## config.mk

```make
export PLATFORM = sky130hd
export DESIGN_NAME = amp_seq_ctrl
export DESIGN_NICKNAME = d
export VERILOG_FILES = /design/src/rtl/amp_seq_ctrl.sv
export SDC_FILE = /design/constraint.sdc
export NUM_CORES = 1
export LEC_CHECK = 0
export BUFFER_PORTS_ARGS = -buffer_cell sky130_fd_sc_hd__buf_2
export CAP_MARGIN = 40
export CORE_MARGIN = 2
export CORE_UTILIZATION = 55
export CTS_CLUSTER_DIAMETER = 100
export DETAILED_ROUTE_END_ITERATION = 12
export GPL_TIMING_DRIVEN = 0
export PLACE_DENSITY = 0.77
export SLEW_MARGIN = 25
export SYNTH_ARGS = -nofsm -noshare
export SYNTH_HDL_FRONTEND = slang
export SYNTH_SLANG_ARGS = --single-unit
```

## constraint.sdc

```tcl
create_clock -name clk_in -period 3.16 [get_ports clk_in]
set_clock_uncertainty 0.15 [all_clocks]
set_input_delay 0.316 -clock clk_in [delete_from_list [all_inputs] [get_ports clk_in]]
set_output_delay 0.316 -clock clk_in [all_outputs]
set_load 0.01 [all_outputs]
```

## src/rtl/amp_seq_ctrl.sv

```systemverilog
// Power-up / fault-recovery sequencer for a multi-channel amplifier: enable settle,
// config send, run with per-channel lock muting, counted fault back-off and lockout.
module amp_seq_ctrl #(
    parameter int N_CH      = 2,
    parameter int TW        = 16,
    parameter int T_ENABLE  = 1000,
    parameter int T_CFG     = 1000,
    parameter int T_RETRY   = 5000,
    parameter int T_STABLE  = 10000,
    parameter int MAX_RETRY = 3
) (
    input  logic            clk_in,
    input  logic            resetb,
    input  logic [N_CH-1:0] audio_locked_in,
    input  logic [N_CH-1:0] nerror_in,
    input  logic            clear_fault_in,
    output logic            nenable_out,
    output logic [N_CH-1:0] nmute_out,
    output logic            send_config_out,
    output logic            fault_out,
    output logic [2:0]      state_out,
    output logic [2:0]      retry_cnt_out
);

    localparam logic [2:0] S_INIT        = 3'd0;
    localparam logic [2:0] S_ENABLE_WAIT = 3'd1;
    localparam logic [2:0] S_SEND_CFG    = 3'd2;
    localparam logic [2:0] S_RUN         = 3'd3;
    localparam logic [2:0] S_FAULT       = 3'd4;
    localparam logic [2:0] S_LOCKOUT     = 3'd5;

    localparam logic [TW-1:0] LD_ENABLE = TW'(T_ENABLE - 1);
    localparam logic [TW-1:0] LD_CFG    = TW'(T_CFG - 1);
    localparam logic [TW-1:0] LD_RETRY  = TW'(T_RETRY - 1);
    localparam logic [TW-1:0] LD_STABLE = TW'(T_STABLE - 1);
    localparam logic [2:0]    RETRY_MAX = 3'(MAX_RETRY);

    logic [2:0]      r_state;
    logic [TW-1:0]   r_timer;
    logic [2:0]      r_retry;
    logic            r_nenable;
    logic [N_CH-1:0] r_nmute;
    logic            r_send;
    logic            r_fault;

    logic [2:0]      w_next_state;
    logic [TW-1:0]   w_timer_next;
    logic [2:0]      w_retry_next;
    logic            w_timer_zero;
    logic            w_any_err;

    assign w_timer_zero = (r_timer == '0);
    assign w_any_err    = ~&nerror_in;

    // NOTE: every signal gets a default first so no path through the case can infer a latch.
    always_comb begin
        w_next_state = r_state;
        case (r_state)
            S_INIT:        w_next_state = S_ENABLE_WAIT;
            S_ENABLE_WAIT: if (w_timer_zero) w_next_state = S_SEND_CFG;
            S_SEND_CFG: begin
                if (w_any_err)         w_next_state = S_FAULT;
                else if (w_timer_zero) w_next_state = S_RUN;
            end
            S_RUN:         if (w_any_err) w_next_state = S_FAULT;
            S_FAULT: begin
                if (w_timer_zero)
                    w_next_state = (r_retry < RETRY_MAX) ? S_ENABLE_WAIT : S_LOCKOUT;
            end
            S_LOCKOUT:     if (clear_fault_in) w_next_state = S_INIT;
            default:       w_next_state = S_INIT;
        endcase
    end

    // The timer reloads only on a state change; RUN therefore saturates at 0 after T_STABLE.
    always_comb begin
        w_timer_next = r_timer;
        if (w_next_state != r_state) begin
            case (w_next_state)
                S_ENABLE_WAIT: w_timer_next = LD_ENABLE;
                S_SEND_CFG:    w_timer_next = LD_CFG;
                S_RUN:         w_timer_next = LD_STABLE;
                S_FAULT:       w_timer_next = LD_RETRY;
                default:       w_timer_next = '0;
            endcase
        end else if (!w_timer_zero) begin
            w_timer_next = r_timer - 1'b1;
        end
    end

    always_comb begin
        w_retry_next = r_retry;
        if (w_next_state == S_FAULT && r_state != S_FAULT)
            w_retry_next = (r_retry == 3'd7) ? 3'd7 : r_retry + 3'd1;
        else if (r_state == S_LOCKOUT && w_next_state == S_INIT)
            w_retry_next = '0;
        else if (r_state == S_RUN && w_next_state == S_RUN && w_timer_zero)
            w_retry_next = '0;
    end

    // NOTE: outputs are decoded from the next state so they change on the same edge as the state.
    always_ff @(posedge clk_in or negedge resetb) begin
        if (!resetb) begin
            r_state   <= S_INIT;
            r_timer   <= '0;
            r_retry   <= '0;
            r_nenable <= 1'b1;
            r_nmute   <= '0;
            r_send    <= 1'b0;
            r_fault   <= 1'b0;
        end else begin
            r_state   <= w_next_state;
            r_timer   <= w_timer_next;
            r_retry   <= w_retry_next;
            r_nenable <= !(w_next_state == S_ENABLE_WAIT || w_next_state == S_SEND_CFG ||
                           w_next_state == S_RUN);
            r_send    <= (w_next_state == S_SEND_CFG || w_next_state == S_RUN);
            r_nmute   <= (w_next_state == S_RUN) ? (audio_locked_in & nerror_in) : '0;
            r_fault   <= (w_next_state == S_LOCKOUT);
        end
    end

    assign nenable_out     = r_nenable;
    assign nmute_out       = r_nmute;
    assign send_config_out = r_send;
    assign fault_out       = r_fault;
    assign state_out       = r_state;
    assign retry_cnt_out   = r_retry;

endmodule

```

==> reports/results.ini <==
[setup_path]
crit_required_ps=3220
r2r-end=r_timer[0]
end_kind=flip-flop
crit_start=r_timer[0]
timing.rr.start=r_timer[0]
rr_worst_depth=9
arrival_ps=3080
startpoint_type=flip-flop
critPathKind=reg -> reg
crit_fanout=8
rrSetupSlack_ps=140

[synth]
ys_ff_latch=27
synth_cell_types=42
yosysWarnings=0
synth_compound_area_share_pct=16.0
netlist_area_um2=1550
syn_nets=176
syn-instance-count=167
synthXorXnorAreaFrac_pct=8.47
muxShareOfSynthArea_pct=0.646
synth-edff-count=0
avgSynthCellArea_um2=9.28
synth_top_family_by_area=simple AND/OR/NAND/NOR gates
synthSimpleGateAreaFrac_pct=24.9
ys_async_sr_fraction_pct=100
yosysSeqAreaShare_pct=43.7
yosys.area_share.adder_pct=1.61
synth_flop_cell=dfrtp_1

[layout]
nets=200
final_cells=221
area_growth_pct=10.6
n_antenna_cell=0
post-route-util_pct=63.3
post_route_cells_drive_above_1_share_pct=17.4

[sta]
max_freq_mhz=331
rsz0062_at_grt=yes
slew_headroom_pct=51.8
drv_slew=0
setup_viol_count_final=0
hold_viol=0
worstMarginPinSlew_ps=717
post-route-period-util_pct=95.6
fin_crit_ps=3020

[hold_path]
worstHoldStart=audio_locked_in[1]
min_path_cells=3
hold_path_end=nmute_out[1]
hp-class=in -> reg

[floorplanning]
fp.dieW_um=57.1
die_area_um2=3260
pin_count=18
initial_utilization_pct=57.2
fp.dieH_um=57.1
std_cell_rows=19
core-area_um2=2710

[place]
dp_hpwl_um=2480
dp_cells=215
place_congestion=0.878
port_buffers=17

[run]
max_cap_viol_count=0

[clocking]
cts_inserted_buffers=3
post_cts_resize_count=0
clockRootBuffer=clkbuf_4
ctsHtreeMaxLevel=1
insertion_delay_ps=330
cts_tree=built
cts.path.max_buffers=2
clk_pin_slew_worst_paths_ps=140
cts.sinks=27
postCtsSetupBuffers=0

[grt]
grt_max_degree=28
antenna_found_initial=0
grt_use_total_pct=23.3
grt_pass1_vias=1253
grt-ovfl-total=0
grt_pass1_wl_um=5930

[drt]
wirelength_um=3410
drt-pass1-iter-count=5
wire_per_inst_um=15.4
ant_nets=0
viasPerCell=6.08
drc=0
drt_iter0_drc=58
vias=1344

[power_and_ir_drop]
power_leakage_nw=0.761
max-vdd-ir-drop_mv=0.476
power_density_nw_per_um2=651

[status]
status=finished clean

==> logic make-up (layout without fill, tap and decap cells) <==
kind of cell / Yosys count / in the layout
multiplexers: 1 / 1
AO/OA/AOI/OAI: 37 / 37
AND/OR/NAND/NOR: 72 / 72
buffers and inverters: 13 / 36
flip-flops: 27 / 27
adder cells (fa/ha/maj): 2 / 2
XOR/XNOR: 15 / 15
==> worst max-delay path, stage by stage (launching register included) <==
cell and delay [ps]:
dfrtp_1 430, inv_1 100, ha_1 270, or3b_2 510, or4_4 430, buf_6 150
o221ai_4 290, nand2b_1 170, a2bb2oi_2 260, o21ai_0 140
==> registers in the layout, indices dropped and copies added, names as in the netlist <==
name	cells
retry_cnt_out	3
send_config_out	1
nmute_out	2
nenable_out	1
r_timer	16
fault_out	1
state_out	3
==> worst max-delay path by stage <==
stage | slack, ps | to
detailed placement | 180 | r_timer[12]
finish | 140 | r_timer[0]
global route | -20 | r_timer[9]
CTS | 150 | r_timer[12]
floorplan | 410 | r_timer[12]
global placement | 240 | r_timer[12]
==> synthesized netlist by cell type, types with 2 or more instances <==
| cell | number | share of area, % |
|---|---|---|
| nor3b_1 | 2 | 0.97 |
| nor2b_1 | 4 | 1.6 |
| nand2_1 | 17 | 4.1 |
| nor2_1 | 17 | 4.1 |
| ha_1 | 2 | 1.6 |
| inv_1 | 4 | 0.97 |
| xnor2_1 | 9 | 5.1 |
| nand3b_1 | 2 | 0.97 |
| or4_4 | 3 | 2.2 |
| o31ai_1 | 4 | 1.9 |
| xor2_1 | 6 | 3.4 |
| o21ai_1 | 6 | 1.9 |
| and2_1 | 2 | 0.81 |
| a31oi_1 | 3 | 1.2 |
| a21oi_1 | 8 | 2.6 |
| o21ai_0 | 7 | 2.3 |
| nor3_1 | 5 | 1.6 |
| clkbuf_1 | 5 | 1.2 |
| dfrtp_1 | 26 | 42 |
| nand3_1 | 7 | 2.3 |
| o211ai_1 | 2 | 0.97 |
| nor4_1 | 4 | 1.6 |
| buf_6 | 3 | 2.2 |
==> repair_timing <==
action,4_1_cts,5_1_grt
hold buffers,1,0
hold endpoints to repair,26,0
endpoints found under the setup margin,0,3
==> placed cells by master (no fill, tap or decap), types with 2 or more instances in the layout <==
cell type / count
nor2_1: 17
xor2_1: 6
dfrtp_1: 26
o211ai_1: 2
o21ai_1: 6
clkbuf_4: 3
buf_6: 3
o31ai_1: 4
and2_1: 2
nand2_1: 17
nor2b_1: 4
nor3b_1: 2
xnor2_1: 9
nand3_1: 7
or4_4: 3
a31oi_1: 3
inv_1: 4
nor3_1: 5
nand3b_1: 2
buf_2: 18
ha_1: 2
clkbuf_1: 7
nor4_1: 4
o21ai_0: 7
a21oi_1: 8
==> report_power, final <==
part           switching (W)  internal (W)  total, W
clock               0.000100     0.0000496  0.000150
combinational       0.000214      0.000192  0.000407
sequential          0.000114      0.000445  0.000560
total               0.000429      0.000687   0.00112
==> area by class of cell <==
| class | count | area, um^2 |
|---|---|---|
| Buffer | 9 | 57.6 |
| Clock buffer | 4 | 26.3 |
| Fill cell | 243 | 996 |
| Inverter | 4 | 15.0 |
| Multi-Input combinational cell | 127 | 801 |
| Sequential cell | 27 | 677 |
| Tap cell | 31 | 38.8 |
| Timing Repair Buffer | 19 | 98.8 |
==> per-stage QoR <==
step	TNS (ps)	cell area (um^2)	setup WS, ps	power [W]	hold WS [ps]
after floorplan	0	1550	407	0.000848	-130
after global placement	0	1670	238	0.000932	194
after detailed placement	0	1670	180	0.000968	206
after CTS	0	1710	153	0.00112	33.8
after global routing	-34.7	1710	-16.9	0.00120	42.1
final	0	1710	138	0.00112	31.8
==> routing by layer <==
| metal | share of wire [%] | wire (um) | global-route usage [%] |
|---|---|---|---|
| met1 | 46 | 1560 | 32.3 |
| met2 | 48 | 1650 | 38.1 |
| met3 | 3.7 | 126 | 2.27 |
| met4 | 2.1 | 73 | 8.97 |
| met5 | 0 | 0 | 0 |
Note: power is estimated with default switching activity, not from simulation.
